<file path="config.mk">
export PLATFORM = sky130hd
export DESIGN_NAME = pma_arbiter_flat
export DESIGN_NICKNAME = d
export VERILOG_FILES = /design/src/rtl/pma_arbiter_if.sv /design/src/rtl/pma_arbiter.sv /design/src/flat_wrapper.sv
export SDC_FILE = /design/constraint.sdc
export NUM_CORES = 1
export LEC_CHECK = 0
export ABC_CLOCK_PERIOD_IN_PS = 2650
export CORE_ASPECT_RATIO = 0.7
export CORE_MARGIN = 2
export CORE_UTILIZATION = 40
export DETAILED_ROUTE_END_ITERATION = 6
export GPL_TIMING_DRIVEN = 0
export PLACE_DENSITY = 0.79
export RECOVER_POWER = 50
export SYNTH_ARGS = -nofsm -noshare
export SYNTH_HDL_FRONTEND = slang
export SYNTH_SLANG_ARGS = --single-unit
</file>
<file path="constraint.sdc">
create_clock -name clk -period 2.65 [get_ports clk]
set_clock_uncertainty 0.15 [all_clocks]
set_input_delay 0.795 -clock clk [delete_from_list [all_inputs] [get_ports clk]]
set_output_delay 0.795 -clock clk [all_outputs]
set_load 0.1 [all_outputs]
</file>
<file path="src/rtl/pma_arbiter_if.sv">
// pma_arbiter_if -- bundle of every request, checker, response and fault-counter
// signal of pma_arbiter.
//   slave  : arbiter side (receives requests and checker results,
//            drives readies, checker attributes, responses and FaultCount)
//   master : environment side (requesters, PMA checker, response consumers)
// Parameters: PA_BITS physical address width, FCNT_BITS fault-counter width.
interface pma_arbiter_if #(
   parameter int PA_BITS   = 34,
   parameter int FCNT_BITS = 8
);
   // fetch request
   logic               IReqValid;
   logic               IReqReady;
   logic [PA_BITS-1:0] IReqAdr;
   // data request
   logic               DReqValid;
   logic               DReqReady;
   logic [PA_BITS-1:0] DReqAdr;
   logic [1:0]         DReqSize;
   logic               DReqRead;
   logic               DReqWrite;
   logic               DReqAtomic;
   // shared PMA checker
   logic [PA_BITS-1:0] ChkAdr;
   logic [1:0]         ChkSize;
   logic               ChkExecute;
   logic               ChkRead;
   logic               ChkWrite;
   logic               ChkAtomic;
   logic               ChkCacheable;
   logic               ChkIdempotent;
   logic               ChkSelTIM;
   logic               ChkInstrFault;
   logic               ChkLoadFault;
   logic               ChkStoreAmoFault;
   // fetch response
   logic               IRspValid;
   logic               IRspReady;
   logic               IRspFault;
   logic               IRspCacheable;
   logic               IRspSelTIM;
   // data response
   logic               DRspValid;
   logic               DRspReady;
   logic               DRspLoadFault;
   logic               DRspStoreAmoFault;
   logic               DRspCacheable;
   logic               DRspIdempotent;
   logic               DRspSelTIM;
   // fault counter
   logic [FCNT_BITS-1:0] FaultCount;
   logic                 FaultClr;

   modport slave (
      input  IReqValid, IReqAdr,
      output IReqReady,
      input  DReqValid, DReqAdr, DReqSize, DReqRead, DReqWrite, DReqAtomic,
      output DReqReady,
      output ChkAdr, ChkSize, ChkExecute, ChkRead, ChkWrite, ChkAtomic,
      input  ChkCacheable, ChkIdempotent, ChkSelTIM,
      input  ChkInstrFault, ChkLoadFault, ChkStoreAmoFault,
      output IRspValid, IRspFault, IRspCacheable, IRspSelTIM,
      input  IRspReady,
      output DRspValid, DRspLoadFault, DRspStoreAmoFault,
      output DRspCacheable, DRspIdempotent, DRspSelTIM,
      input  DRspReady,
      output FaultCount,
      input  FaultClr
   );

   modport master (
      output IReqValid, IReqAdr,
      input  IReqReady,
      output DReqValid, DReqAdr, DReqSize, DReqRead, DReqWrite, DReqAtomic,
      input  DReqReady,
      input  ChkAdr, ChkSize, ChkExecute, ChkRead, ChkWrite, ChkAtomic,
      output ChkCacheable, ChkIdempotent, ChkSelTIM,
      output ChkInstrFault, ChkLoadFault, ChkStoreAmoFault,
      input  IRspValid, IRspFault, IRspCacheable, IRspSelTIM,
      output IRspReady,
      input  DRspValid, DRspLoadFault, DRspStoreAmoFault,
      input  DRspCacheable, DRspIdempotent, DRspSelTIM,
      output DRspReady,
      input  FaultCount,
      output FaultClr
   );
endinterface

</file>
<file path="src/rtl/pma_arbiter.sv">
// pma_arbiter -- shares one PMA checker between the fetch (I) and data (D)
// requesters with at most one transaction in flight.
//   clk   : single clock, rising edge
//   reset : asynchronous, active-high
//   bus   : pma_arbiter_if.slave (requests, checker, responses, FaultCount)
// Flow: IDLE (grant + latch) -> CHECK (checker driven, result registered)
//       -> RESP (owner's RspValid held until RspReady) -> IDLE.
// Build option: PMAARB_ROUND_ROBIN_EN defined alternates the grant between
// simultaneous requesters; undefined gives data fixed priority.
module pma_arbiter #(
   parameter int PA_BITS   = 34,
   parameter int FCNT_BITS = 8
) (
   input  logic          clk,
   input  logic          reset,
   pma_arbiter_if.slave  bus
);

   typedef enum logic [1:0] {IDLE, CHECK, RESP} state_t;

   state_t               state;
   logic                 ownerD;
   logic [PA_BITS-1:0]   adrQ;
   logic [1:0]           sizeQ;
   logic                 exeQ, rdQ, wrQ, atQ;
   logic                 iRspValid, iRspFault, iRspCache, iRspTim;
   logic                 dRspValid, dLoadF, dStoreF, dCache, dIdem, dTim;
   logic [FCNT_BITS-1:0] faultCount;

   logic                 dataWin;
   logic                 grantI, grantD;
   logic                 rspHs, rspFault;

`ifdef PMAARB_ROUND_ROBIN_EN
   logic                 dataNext;

   always_comb dataWin = bus.DReqValid && (!bus.IReqValid || dataNext);
`else
   always_comb dataWin = bus.DReqValid;
`endif

   always_comb begin
      grantD   = (state == IDLE) && dataWin;
      grantI   = (state == IDLE) && bus.IReqValid && !dataWin;
      rspHs    = (iRspValid && bus.IRspReady) || (dRspValid && bus.DRspReady);
      // non-owner fields are held at zero, so OR-ing them is safe
      rspFault = iRspFault || dLoadF || dStoreF;
   end

   always_ff @(posedge clk or posedge reset) begin
      if (reset) begin
         state      <= IDLE;
         ownerD     <= 1'b0;
         adrQ       <= '0;
         sizeQ      <= '0;
         exeQ       <= 1'b0;
         rdQ        <= 1'b0;
         wrQ        <= 1'b0;
         atQ        <= 1'b0;
         iRspValid  <= 1'b0;
         iRspFault  <= 1'b0;
         iRspCache  <= 1'b0;
         iRspTim    <= 1'b0;
         dRspValid  <= 1'b0;
         dLoadF     <= 1'b0;
         dStoreF    <= 1'b0;
         dCache     <= 1'b0;
         dIdem      <= 1'b0;
         dTim       <= 1'b0;
         faultCount <= '0;
`ifdef PMAARB_ROUND_ROBIN_EN
         dataNext   <= 1'b1;
`endif
      end else begin
         unique case (state)
            IDLE: begin
               if (grantD || grantI) begin
                  ownerD <= grantD;
                  adrQ   <= grantD ? bus.DReqAdr : bus.IReqAdr;
                  // fetches are always checked as 32-bit executes
                  sizeQ  <= grantD ? bus.DReqSize : 2'b10;
                  exeQ   <= grantI;
                  rdQ    <= grantD && bus.DReqRead;
                  wrQ    <= grantD && bus.DReqWrite;
                  atQ    <= grantD && bus.DReqAtomic;
                  state  <= CHECK;
`ifdef PMAARB_ROUND_ROBIN_EN
                  dataNext <= grantI;
`endif
               end
            end
            CHECK: begin
               exeQ <= 1'b0;
               rdQ  <= 1'b0;
               wrQ  <= 1'b0;
               atQ  <= 1'b0;
               if (ownerD) begin
                  dRspValid <= 1'b1;
                  dLoadF    <= bus.ChkLoadFault;
                  dStoreF   <= bus.ChkStoreAmoFault;
                  dCache    <= bus.ChkCacheable;
                  dIdem     <= bus.ChkIdempotent;
                  dTim      <= bus.ChkSelTIM;
               end else begin
                  iRspValid <= 1'b1;
                  iRspFault <= bus.ChkInstrFault;
                  iRspCache <= bus.ChkCacheable;
                  iRspTim   <= bus.ChkSelTIM;
               end
               state <= RESP;
            end
            RESP: begin
               if (rspHs) begin
                  iRspValid <= 1'b0;
                  iRspFault <= 1'b0;
                  iRspCache <= 1'b0;
                  iRspTim   <= 1'b0;
                  dRspValid <= 1'b0;
                  dLoadF    <= 1'b0;
                  dStoreF   <= 1'b0;
                  dCache    <= 1'b0;
                  dIdem     <= 1'b0;
                  dTim      <= 1'b0;
                  state     <= IDLE;
               end
            end
            default: state <= IDLE;
         endcase

         // clear dominates a simultaneous faulting handshake
         if (bus.FaultClr)
            faultCount <= '0;
         else if (rspHs && rspFault && (faultCount != '1))
            faultCount <= faultCount + FCNT_BITS'(1);
      end
   end

   assign bus.IReqReady         = grantI;
   assign bus.DReqReady         = grantD;
   assign bus.ChkAdr            = adrQ;
   assign bus.ChkSize           = sizeQ;
   assign bus.ChkExecute        = exeQ;
   assign bus.ChkRead           = rdQ;
   assign bus.ChkWrite          = wrQ;
   assign bus.ChkAtomic         = atQ;
   assign bus.IRspValid         = iRspValid;
   assign bus.IRspFault         = iRspFault;
   assign bus.IRspCacheable     = iRspCache;
   assign bus.IRspSelTIM        = iRspTim;
   assign bus.DRspValid         = dRspValid;
   assign bus.DRspLoadFault     = dLoadF;
   assign bus.DRspStoreAmoFault = dStoreF;
   assign bus.DRspCacheable     = dCache;
   assign bus.DRspIdempotent    = dIdem;
   assign bus.DRspSelTIM        = dTim;
   assign bus.FaultCount        = faultCount;

endmodule
</file>
<file path="src/flat_wrapper.sv">
// flat-port wrapper written by rule: the top's interface ports become plain ports
module pma_arbiter_flat 
#(
   parameter int PA_BITS   = 34,
   parameter int FCNT_BITS = 8
)
  (clk, reset, bus_IReqValid, bus_IReqAdr, bus_IReqReady, bus_DReqValid, bus_DReqAdr, bus_DReqSize, bus_DReqRead, bus_DReqWrite, bus_DReqAtomic, bus_DReqReady, bus_ChkAdr, bus_ChkSize, bus_ChkExecute, bus_ChkRead, bus_ChkWrite, bus_ChkAtomic, bus_ChkCacheable, bus_ChkIdempotent, bus_ChkSelTIM, bus_ChkInstrFault, bus_ChkLoadFault, bus_ChkStoreAmoFault, bus_IRspValid, bus_IRspFault, bus_IRspCacheable, bus_IRspSelTIM, bus_IRspReady, bus_DRspValid, bus_DRspLoadFault, bus_DRspStoreAmoFault, bus_DRspCacheable, bus_DRspIdempotent, bus_DRspSelTIM, bus_DRspReady, bus_FaultCount, bus_FaultClr);
  pma_arbiter_if #(.PA_BITS(PA_BITS), .FCNT_BITS(FCNT_BITS)) bus_i ();
  input  logic clk;
  input  logic reset;
  input wire logic [$bits(bus_i.IReqValid)-1:0] bus_IReqValid;
  input wire logic [$bits(bus_i.IReqAdr)-1:0] bus_IReqAdr;
  output wire logic [$bits(bus_i.IReqReady)-1:0] bus_IReqReady;
  input wire logic [$bits(bus_i.DReqValid)-1:0] bus_DReqValid;
  input wire logic [$bits(bus_i.DReqAdr)-1:0] bus_DReqAdr;
  input wire logic [$bits(bus_i.DReqSize)-1:0] bus_DReqSize;
  input wire logic [$bits(bus_i.DReqRead)-1:0] bus_DReqRead;
  input wire logic [$bits(bus_i.DReqWrite)-1:0] bus_DReqWrite;
  input wire logic [$bits(bus_i.DReqAtomic)-1:0] bus_DReqAtomic;
  output wire logic [$bits(bus_i.DReqReady)-1:0] bus_DReqReady;
  output wire logic [$bits(bus_i.ChkAdr)-1:0] bus_ChkAdr;
  output wire logic [$bits(bus_i.ChkSize)-1:0] bus_ChkSize;
  output wire logic [$bits(bus_i.ChkExecute)-1:0] bus_ChkExecute;
  output wire logic [$bits(bus_i.ChkRead)-1:0] bus_ChkRead;
  output wire logic [$bits(bus_i.ChkWrite)-1:0] bus_ChkWrite;
  output wire logic [$bits(bus_i.ChkAtomic)-1:0] bus_ChkAtomic;
  input wire logic [$bits(bus_i.ChkCacheable)-1:0] bus_ChkCacheable;
  input wire logic [$bits(bus_i.ChkIdempotent)-1:0] bus_ChkIdempotent;
  input wire logic [$bits(bus_i.ChkSelTIM)-1:0] bus_ChkSelTIM;
  input wire logic [$bits(bus_i.ChkInstrFault)-1:0] bus_ChkInstrFault;
  input wire logic [$bits(bus_i.ChkLoadFault)-1:0] bus_ChkLoadFault;
  input wire logic [$bits(bus_i.ChkStoreAmoFault)-1:0] bus_ChkStoreAmoFault;
  output wire logic [$bits(bus_i.IRspValid)-1:0] bus_IRspValid;
  output wire logic [$bits(bus_i.IRspFault)-1:0] bus_IRspFault;
  output wire logic [$bits(bus_i.IRspCacheable)-1:0] bus_IRspCacheable;
  output wire logic [$bits(bus_i.IRspSelTIM)-1:0] bus_IRspSelTIM;
  input wire logic [$bits(bus_i.IRspReady)-1:0] bus_IRspReady;
  output wire logic [$bits(bus_i.DRspValid)-1:0] bus_DRspValid;
  output wire logic [$bits(bus_i.DRspLoadFault)-1:0] bus_DRspLoadFault;
  output wire logic [$bits(bus_i.DRspStoreAmoFault)-1:0] bus_DRspStoreAmoFault;
  output wire logic [$bits(bus_i.DRspCacheable)-1:0] bus_DRspCacheable;
  output wire logic [$bits(bus_i.DRspIdempotent)-1:0] bus_DRspIdempotent;
  output wire logic [$bits(bus_i.DRspSelTIM)-1:0] bus_DRspSelTIM;
  input wire logic [$bits(bus_i.DRspReady)-1:0] bus_DRspReady;
  output wire logic [$bits(bus_i.FaultCount)-1:0] bus_FaultCount;
  input wire logic [$bits(bus_i.FaultClr)-1:0] bus_FaultClr;
  assign bus_i.IReqValid = bus_IReqValid;
  assign bus_i.IReqAdr = bus_IReqAdr;
  assign bus_IReqReady = bus_i.IReqReady;
  assign bus_i.DReqValid = bus_DReqValid;
  assign bus_i.DReqAdr = bus_DReqAdr;
  assign bus_i.DReqSize = bus_DReqSize;
  assign bus_i.DReqRead = bus_DReqRead;
  assign bus_i.DReqWrite = bus_DReqWrite;
  assign bus_i.DReqAtomic = bus_DReqAtomic;
  assign bus_DReqReady = bus_i.DReqReady;
  assign bus_ChkAdr = bus_i.ChkAdr;
  assign bus_ChkSize = bus_i.ChkSize;
  assign bus_ChkExecute = bus_i.ChkExecute;
  assign bus_ChkRead = bus_i.ChkRead;
  assign bus_ChkWrite = bus_i.ChkWrite;
  assign bus_ChkAtomic = bus_i.ChkAtomic;
  assign bus_i.ChkCacheable = bus_ChkCacheable;
  assign bus_i.ChkIdempotent = bus_ChkIdempotent;
  assign bus_i.ChkSelTIM = bus_ChkSelTIM;
  assign bus_i.ChkInstrFault = bus_ChkInstrFault;
  assign bus_i.ChkLoadFault = bus_ChkLoadFault;
  assign bus_i.ChkStoreAmoFault = bus_ChkStoreAmoFault;
  assign bus_IRspValid = bus_i.IRspValid;
  assign bus_IRspFault = bus_i.IRspFault;
  assign bus_IRspCacheable = bus_i.IRspCacheable;
  assign bus_IRspSelTIM = bus_i.IRspSelTIM;
  assign bus_i.IRspReady = bus_IRspReady;
  assign bus_DRspValid = bus_i.DRspValid;
  assign bus_DRspLoadFault = bus_i.DRspLoadFault;
  assign bus_DRspStoreAmoFault = bus_i.DRspStoreAmoFault;
  assign bus_DRspCacheable = bus_i.DRspCacheable;
  assign bus_DRspIdempotent = bus_i.DRspIdempotent;
  assign bus_DRspSelTIM = bus_i.DRspSelTIM;
  assign bus_i.DRspReady = bus_DRspReady;
  assign bus_FaultCount = bus_i.FaultCount;
  assign bus_i.FaultClr = bus_FaultClr;
  pma_arbiter #(.PA_BITS(PA_BITS), .FCNT_BITS(FCNT_BITS)) u_core (.clk(clk), .reset(reset), .bus(bus_i));
endmodule
</file>
Yosys cells after proc, flatten, opt, wreduce, memory -nomap -nowiden
Cells that the tools add are included.

storage, ports and cells
  register bits = 61
  input port bits = 86
  output and inout port bits = 60
  word-level logic and storage cells = 87

operators by class
  add/subtract/negate cells = 1
  eq/ne operators = 7
  muxes and demuxes = 36
  reduce and logical (&&, ||, !) cells = 24

operators with widths
  cell                   number
  $mux W34               1
  $pmux W1 S2            14
  $mux W8                2
  $mux W1                15
  $logic_and A1 B1 Y1    10
  $add A8 B1 Y8 const B  1
  $ne A8 B8 Y1 const B   1
  $mux W2                3
  $pmux W2 S3            1
  $reduce_and A2 Y1      3
  $reduce_and A3 Y1      2
  $reduce_bool A2 Y1     3
  $logic_or A1 B1 Y1     4
  $ne A2 B1 Y1 const B   2
  $ne A2 B2 Y1 const B   2
  $eq A2 B1 Y1 const B   1
  $eq A2 B2 Y1 const B   1
  $logic_not A2 Y1       1
  $logic_not A1 Y1       1

Longest topological paths before layout
Gate-level depths: netlist of run 1.

  depth in word-level cells = 6
  depth in mapped cells = 8
  gate-level depth less buffers = 6

Worst setup path before layout of run 1
Ideal clock, no wire load.

  path type = input -> output
  start = input port bus_IReqValid
  end = output port bus_IReqReady
  arrival time = 2.103 ns
  required time = 1.705 ns
  slack = -0.398 ns
  cell stages on the path = 2
  buffers on the path = 0
  cells stage by stage = nand2_1 nor2_1

on the way
  longest elaborated chain between the ends = 2

ends and longest elaborated chain
  item                              line                source
  start: declaration                flat_wrapper.sv:11  input wire logic [$bits(bus_i.IReqValid)-1:0] bus_IReqValid;
  $logic_and A1 B1 Y1 (2 in a row)  pma_arbiter.sv:44   grantI = (state == IDLE) && bus.IReqValid && !dataWin;
  end: declaration                  flat_wrapper.sv:13  output wire logic [$bits(bus_i.IReqReady)-1:0] bus_IReqReady;

Every way passes these cells.

Final worst setup path of run 1
  start = register u_core.faultCount[7] (netlist: u_core.bus.FaultCount[7])
  end = output port bus_FaultCount[7]

RTL lines
  item                      line                source
  start: declaration        pma_arbiter.sv:28   logic [FCNT_BITS-1:0] faultCount;
  start signal: assignment  pma_arbiter.sv:134  faultCount <= faultCount + FCNT_BITS'(1);
  end: declaration          flat_wrapper.sv:45  output wire logic [$bits(bus_i.FaultCount)-1:0] bus_FaultCount;

No word-level cell between the ends.

==> results.md, run 1 <==
| Parameter | This run | Unit |
| --- | --- | --- |
| GRT Max-Usage Layer | met2 | - |
| Avg WL per Cell | 15.4 | µm |
| Library cell with the highest instance count after synthesis | sky130_fd_sc_hd__dfrtp_1 | - |
| Net count after synthesis | 364 | - |
| Die Outline Area | 7930 | µm² |
| Number of global-route vias before repair | 2,523 | - |
| Starting Density | 0.420 | - |
| Worst-path cell chain | clkdlybuf4s15_1 | - |
| Class of the most critical hold timing path | flop to flop | - |
| Total global routing overflow | 0 | - |
| Largest delay contributor family on the critical path | buffers and inverters | - |
| Number of sinks handled by clock tree synthesis | 61 | - |
| Main area contributors after synthesis | sky130_fd_sc_hd__dfrtp_1, sky130_fd_sc_hd__mux2i_1, sky130_fd_sc_hd__o21ai_0 | - |
| Core Region | 6880 | µm² |
| Post-synthesis cell type count | 36 | - |
| Fraction of the cycle the final worst path needs | 0.985 | - |
| Maximum level of the CTS H-tree | 3 | - |
| Number of nets in the layout | 520 | - |
| Maximum buffer depth of the clock tree | 2 | - |
| Share of cells above drive strength 1 | 0.102 | - |
| Number of nets with antenna violations after detailed routing | 0 | - |
| Worst max-slew margin expressed relative to the limit | 0.227 | - |
| Endpoints failing hold | 0 | - |
| Post-synthesis cell type with the largest combined area | sky130_fd_sc_hd__dfrtp_1 | - |
| # diodes | 0 | - |
| Slowest-stage cell, CP | sky130_fd_sc_hd__clkdlybuf4s15_1 | - |
| GRT met2 Usage | 0.341 | - |
| Area growth syn-to-layout | 59.4 | % |
| Number of antenna violations at the first check in global routing | 0 | - |
| Instance area at placement | 4470 | µm² |
| Max frequency | 383 | MHz |
| Buffering stage count on the worst path with inverters included | 1 | - |
| Crit path setup slack, layout | 40.6 | ps |
| Proportion of synthesized flip-flops having asynchronous set or reset | 1.00 | - |
| Post-detailed-route via-to-cell ratio | 4.89 | - |
| Met3 demand-to-capacity share in global routing | 0.0641 | - |
| Startpoint types | flop | - |
| Routed via count | 2,573 | - |
| Length of the first detailed-routing pass in iterations | 5 | - |
| CTS Root Buffer Type | sky130_fd_sc_hd__clkbuf_8 | - |
| Number of standard cells after synthesis | 272 | - |
| Vertical die dimension | 75.1 | µm |
| Clock-pin slew on the worst setup and hold paths | 70 | ps |
| Design area | 4600 | µm² |
| Insertion delay to the later sink of the worst-skew pair | 320 | ps |
| Nature of the critical path endpoint | primary output | - |
| Setup repair after global routing missed its margin | false | - |
| Fraction of synthesized cell area taken by the top area cell type | 0.528 | - |
| Post-detail-place hpwl | 6280 | µm |
| Met1 capacity usage during global routing | 0.253 | - |
| Critical path type | flop to primary output | - |
| Warnings from Yosys | 0 | - |
| Iteration-0 DRC Markers | 52 | - |
| Maximum number of pins on one net before global-route repair | 35 | - |
| Die width | 106 | µm |
| Slowest stage delay, CP | 860 | ps |
| Data required time of the critical path | 1710 | ps |
| Number of buffers inserted during clock tree synthesis | 9 | - |
| Placement-stage worst setup slack | -1460 | ps |
| Floorplan row count | 25 | - |
| Synth cell count leaders | sky130_fd_sc_hd__dfrtp_1, sky130_fd_sc_hd__o21ai_0, sky130_fd_sc_hd__nand2_1 | - |
| Post-synth EDFFs | 0 | - |
| CTS tree | built | - |
| Final period demand of the worst path | 2610 | ps |
| All-layer global routing usage | 0.202 | - |
| # Max-Cap Violations | 0 | - |
| Num ports | 146 | - |
| Post-Synthesis Cell Area | 2890 | µm² |
| Crit Path Max Fanout | 5 | - |
| Remaining DRCs | 0 | - |
| Final Max Tran Viols | 0 | - |
| Final count of negative-setup-slack endpoints | 0 | - |
| Post-CTS Hold Buffers | 0 | - |
| Flip-flop and latch count after synthesis | 61 | - |
| First-pass GRT wire length | 12,300 | µm |
| Count of input and output buffers | 144 | - |
| Synthesized area per cell | 10.6 | µm² |
| Most instantiated flip-flop cell in the synthesis netlist | sky130_fd_sc_hd__dfrtp_1 | - |
| Result of the run | finished, final reports clean | - |
| CP arrival | 1660 | ps |
| Sequential share of the synthesized area | 0.528 | - |
| Total length of routed wires | 8100 | µm |
| Slew of the pin with the lowest slew margin | 1160 | ps |
| Gp weighted congestion | 0.798 | - |
==> layer usage <==
metal	routed length, µm	up-vias	part of all wire
met2	3860	97	0.48
met5	0	-	0
met3	520	4	0.064
met1	3660	1212	0.45
met4	49	0	0.0061
li1	-	1260	-
==> cell usage in the layout, fill, tap and decap left out, drive strengths merged, types with 4 or more instances in the layout <==
cell	count
nor2	7
buf	7
or3	4
o21ai	44
dlygate4sd2	56
clkbuf	19
mux2	10
nand2	42
clkdlybuf4s15	4
clkdlybuf4s50	80
mux2i	35
ha	6
nor2b	5
inv	13
dfrtp	61
nand3	5
a21oi	10
==> worst reg2reg max path: stages, from the launching register on <==
cell                       delay, ps
sky130_fd_sc_hd__dfrtp_1         390
sky130_fd_sc_hd__inv_1           100
sky130_fd_sc_hd__ha_1            270
sky130_fd_sc_hd__a21oi_1         240
sky130_fd_sc_hd__nand2b_1        140
sky130_fd_sc_hd__clkbuf_1        270
sky130_fd_sc_hd__clkbuf_1        440
sky130_fd_sc_hd__o21ai_0         170
==> metrics by stage <==
step	utilization	hold slack [ps]	TNS (ps)	std cells
after CTS	0.673	330	0	526
after floorplan	-	358	0	272
after global routing	0.669	346	0	526
after detailed placement	0.650	320	-2860	511
after global placement	0.647	311	-58490	510
final	0.669	326	0	526
==> registers in the layout, summed over array words and instances, names as in the netlist, 2 cells and up <==
signal                 cells
u_core.bus.ChkAdr         34
u_core.bus.FaultCount      8
u_core.bus.ChkSize         2
u_core.state               2
==> what timing repair did <==
action | CTS | global route
setup endpoints to repair | 60 | 1
setup buffers | 1 | 0
gates resized for setup | 87 | 1
pin swaps | 1 | 0
gates cloned | 0 | 0
==> worst paths after layout <==
| check | depth (start not counted) | to | from | slack, ps |
|---|---|---|---|---|
| setup / recovery | 1 | bus_FaultCount[7] | u_core.bus.FaultCount[7]$_DFFE_PP0P_ | 40 |
| hold / removal | 2 | u_core.bus.ChkAdr[24]$_DFFE_PP0P_ | u_core.bus.ChkAdr[24]$_DFFE_PP0P_ | 330 |
| setup reg to reg | 7 | u_core.bus.ChkAdr[4]$_DFFE_PP0P_ | u_core.state[0]$_DFFE_PP0P_ | 340 |
| hold reg to reg | 2 | u_core.bus.ChkAdr[24]$_DFFE_PP0P_ | u_core.bus.ChkAdr[24]$_DFFE_PP0P_ | 330 |
| max in group asynchronous | 3 | u_core.bus.ChkExecute$_DFFE_PP0P_ | reset | 520 |
| min in group asynchronous | 2 | u_core.bus.FaultCount[0]$_DFFE_PP0P_ | reset | 1060 |
==> cells by family (layout without fill, tap and decap cells) <==
group	Yosys count	count (layout)	synth area share
compound gates	63	63	0.129
xor+xnor	1	1	0.00303
fa+ha+maj	6	6	0.0260
buf+inv	25	185	0.0368
flops	61	61	0.528
mux	45	45	0.160
simple gates	71	71	0.117
==> final cells by class <==
type | instances | area [µm²]
Fill cell | 618 | 2280
Inverter | 13 | 53.8
Buffer | 11 | 48.8
Timing Repair Buffer | 146 | 1420
Clock buffer | 11 | 151
Multi-Input combinational cell | 186 | 1240
Tap cell | 94 | 118
Sequential cell | 61 | 1530
Clock inverter | 4 | 47.5
Power of run 1 is not shown: default switching activity piles up to over one toggle a cycle in this logic, so the estimate is an artifact.
==> run 2, diff against run 1 <==
--- a/config.mk
+++ b/config.mk
@@ -9,10 +9,12 @@
 export CORE_ASPECT_RATIO = 0.7
 export CORE_MARGIN = 2
 export CORE_UTILIZATION = 40
+export CTS_CLUSTER_DIAMETER = 30
 export DETAILED_ROUTE_END_ITERATION = 6
 export GPL_TIMING_DRIVEN = 0
 export PLACE_DENSITY = 0.79
 export RECOVER_POWER = 50
+export REMOVE_ABC_BUFFERS = 1
 export SYNTH_ARGS = -nofsm -noshare
 export SYNTH_HDL_FRONTEND = slang
 export SYNTH_SLANG_ARGS = --single-unit
==> run 2 against run 1 <==
Utilization shrank 0.69 points. Final cell count shrank 1.5%. Die area is the same. Final area shrank 1.0%. Via count shrank 0.43%. Fmax shrank 0.10%. Register-to-register slack lost 90 ps. Non-clock buffer count shrank 10. Largest cell class unchanged. Highest routed layer unchanged.
==> results.md, run 2 (synthesized netlist as in run 1, its figures left out) <==
| Parameter | This run | Unit |
| --- | --- | --- |
| Result of the run | finished, final reports clean | - |
| Met1 WL | 3270 | µm |
| Capturing point of the worst reg2reg path | u_core.bus.ChkAdr[8]$_DFFE_PP0P_ | - |
| # diodes | 0 | - |
| Nature of the critical path endpoint | primary output | - |
| Floorplan row count | 25 | - |
| Amount of wire on met2 after detailed routing | 3580 | µm |
| CTS tree | built | - |
| Routed via count | 2,562 | - |
| Instance area at placement | 4440 | µm² |
| Remaining DRCs | 0 | - |
| Insertion delay to the later sink of the worst-skew pair | 330 | ps |
| Die width | 106 | µm |
| CTS Root Buffer Type | sky130_fd_sc_hd__clkbuf_8 | - |
| Iteration-0 DRC Markers | 47 | - |
| Final count of negative-setup-slack endpoints | 0 | - |
| Number of antenna violations at the first check in global routing | 0 | - |
| Most common cell after layout, fill and taps aside | sky130_fd_sc_hd__clkdlybuf4s50_1 | - |
| Post-detailed-route via-to-cell ratio | 4.95 | - |
| Highest metal layer with signal wires | met4 | - |
| Number of global-route vias before repair | 2,539 | - |
| Die Outline Area | 7930 | µm² |
| Post-CTS Hold Buffers | 0 | - |
| Worst Hold Launch | u_core.bus.ChkAdr[24]$_DFFE_PP0P_ | - |
| Total global routing overflow | 0 | - |
| Critical Path Source | bus_DReqValid | - |
| Most frequent cells in the layout | sky130_fd_sc_hd__clkdlybuf4s50_1, sky130_fd_sc_hd__dfrtp_1, sky130_fd_sc_hd__dlygate4sd2_1 | - |
| Worst reg-to-reg setup slack | 250 | ps |
| # Max-Cap Violations | 0 | - |
| Number of nets with antenna violations after detailed routing | 0 | - |
| Number of nets in the layout | 511 | - |
| Share of cells above drive strength 1 | 0.101 | - |
| Maximum number of pins on one net before global-route repair | 54 | - |
| All-layer global routing usage | 0.202 | - |
| Setup repair after global routing missed its margin | true | - |
| Final Max Tran Viols | 0 | - |
| Number of cells on the worst reg-to-reg path | 6 | - |
| Number of sinks handled by clock tree synthesis | 61 | - |
| Clock-pin slew on the worst setup and hold paths | 70 | ps |
| Critical path type | primary input to primary output | - |
| End-of-flow core utilization | 0.662 | - |
| Cell depth of the worst hold path | 2 | - |
| Final period demand of the worst path | 2610 | ps |
| Design area | 4560 | µm² |
| Avg WL per Cell | 15.1 | µm |
| Length of the first detailed-routing pass in iterations | 4 | - |
| Fraction of the cycle the final worst path needs | 0.986 | - |
| Worst max-slew margin expressed relative to the limit | 0.326 | - |
| CP arrival | 1670 | ps |
| Crit Path Max Fanout | 18 | - |
| Endpoints failing hold | 0 | - |
| Maximum level of the CTS H-tree | 3 | - |
| Final standard cell count with taps included and fillers excluded | 518 | - |
| Core Region | 6880 | µm² |
| Count of input and output buffers | 145 | - |
| RR Startpoint | u_core.state[0]$_DFFE_PP0P_ | - |
| First-pass GRT wire length | 12,300 | µm |
| Total length of routed wires | 7820 | µm |
| Area growth syn-to-layout | 57.7 | % |
| Class of the most critical hold timing path | flop to flop | - |
| Min-Delay Endpoint | u_core.bus.ChkAdr[24]$_DFFE_PP0P_ | - |
| Max frequency | 383 | MHz |
| Starting Density | 0.420 | - |
| Post-detail-place hpwl | 5690 | µm |
| Maximum buffer depth of the clock tree | 2 | - |
| Num ports | 146 | - |
| Gp weighted congestion | 0.775 | - |
| Data required time of the critical path | 1710 | ps |
| Met3 Routed Length | 863 | µm |
| Number of buffers inserted during clock tree synthesis | 9 | - |
| Post-CTS setup buffers | 0 | - |
| Slew of the pin with the lowest slew margin | 1020 | ps |
| Number of flip-flops under the largest register name | 34 | - |
| Startpoint types | primary input | - |
| Vertical die dimension | 75.1 | µm |
| Setup_tns | 0 | ps |
| Number of placed cells counting well taps | 501 | - |
-- run 2: changes by cell type in the layout (fill, tap and decap cells not counted), moves of 2 or more --
cell	previous run	this run
sky130_fd_sc_hd__clkbuf_2	0	2
sky130_fd_sc_hd__clkbuf_4	0	2
sky130_fd_sc_hd__clkdlybuf4s15_2	2	0
sky130_fd_sc_hd__clkdlybuf4s15_1	2	4
sky130_fd_sc_hd__buf_4	3	0
sky130_fd_sc_hd__clkdlybuf4s50_1	80	82
sky130_fd_sc_hd__clkbuf_1	8	2
sky130_fd_sc_hd__nand2_2	2	0
sky130_fd_sc_hd__dlygate4sd2_1	56	54
-- run 2: cell type report --
| class | count | area (µm²) |
|---|---|---|
| sequential | 61 | 1530 |
| inverter | 13 | 65.1 |
| timing repair inverter | 1 | 8.76 |
| clock inverter | 4 | 47.5 |
| timing repair buffer | 147 | 1400 |
| clock buffer | 12 | 145 |
| fill | 573 | 2320 |
| tap | 94 | 118 |
| multi-input combinational | 186 | 1250 |
-- run 2: per-stage QoR --
step	hold slack, ps	setup slack [ps]
floorplan	358	-398
global placement	312	-1800
detailed placement	320	-1810
CTS	331	3.96
global route	358	-7.61
finish	325	37.9
-- run 2: worst max-delay path by stage --
stage / endpoint / slack (ps) / cells past startpoint
2_1_floorplan: bus_IReqReady / -400 / 2
3_3_place_gp: bus_DReqReady / -1800 / 4
3_5_place_dp: bus_DReqReady / -1810 / 4
4_1_cts: bus_FaultCount[5] / 4 / 1
5_1_grt: bus_DReqReady / -8 / 5
6_report: bus_DReqReady / 40 / 4
-- run 2: layer usage --
metal	vias up	global-route usage
met5	-	0
met4	0	0.0658
met3	12	0.0909
met2	127	0.331
met1	1184	0.242
li1	1239	-
-- run 2: repair_timing --
action,4_1_cts,5_1_grt
gates cloned,1,0
pin swaps,1,0
gates resized for setup,85,8
endpoints found under the setup margin,60,7
-- run 2: critical path, stage by stage --
cell and delay [ps]:
sky130_fd_sc_hd__dlygate4sd2_1 330, sky130_fd_sc_hd__nand2_4 180, sky130_fd_sc_hd__inv_16 170, sky130_fd_sc_hd__buf_12 190
Power of run 2 is left out for the same reason.
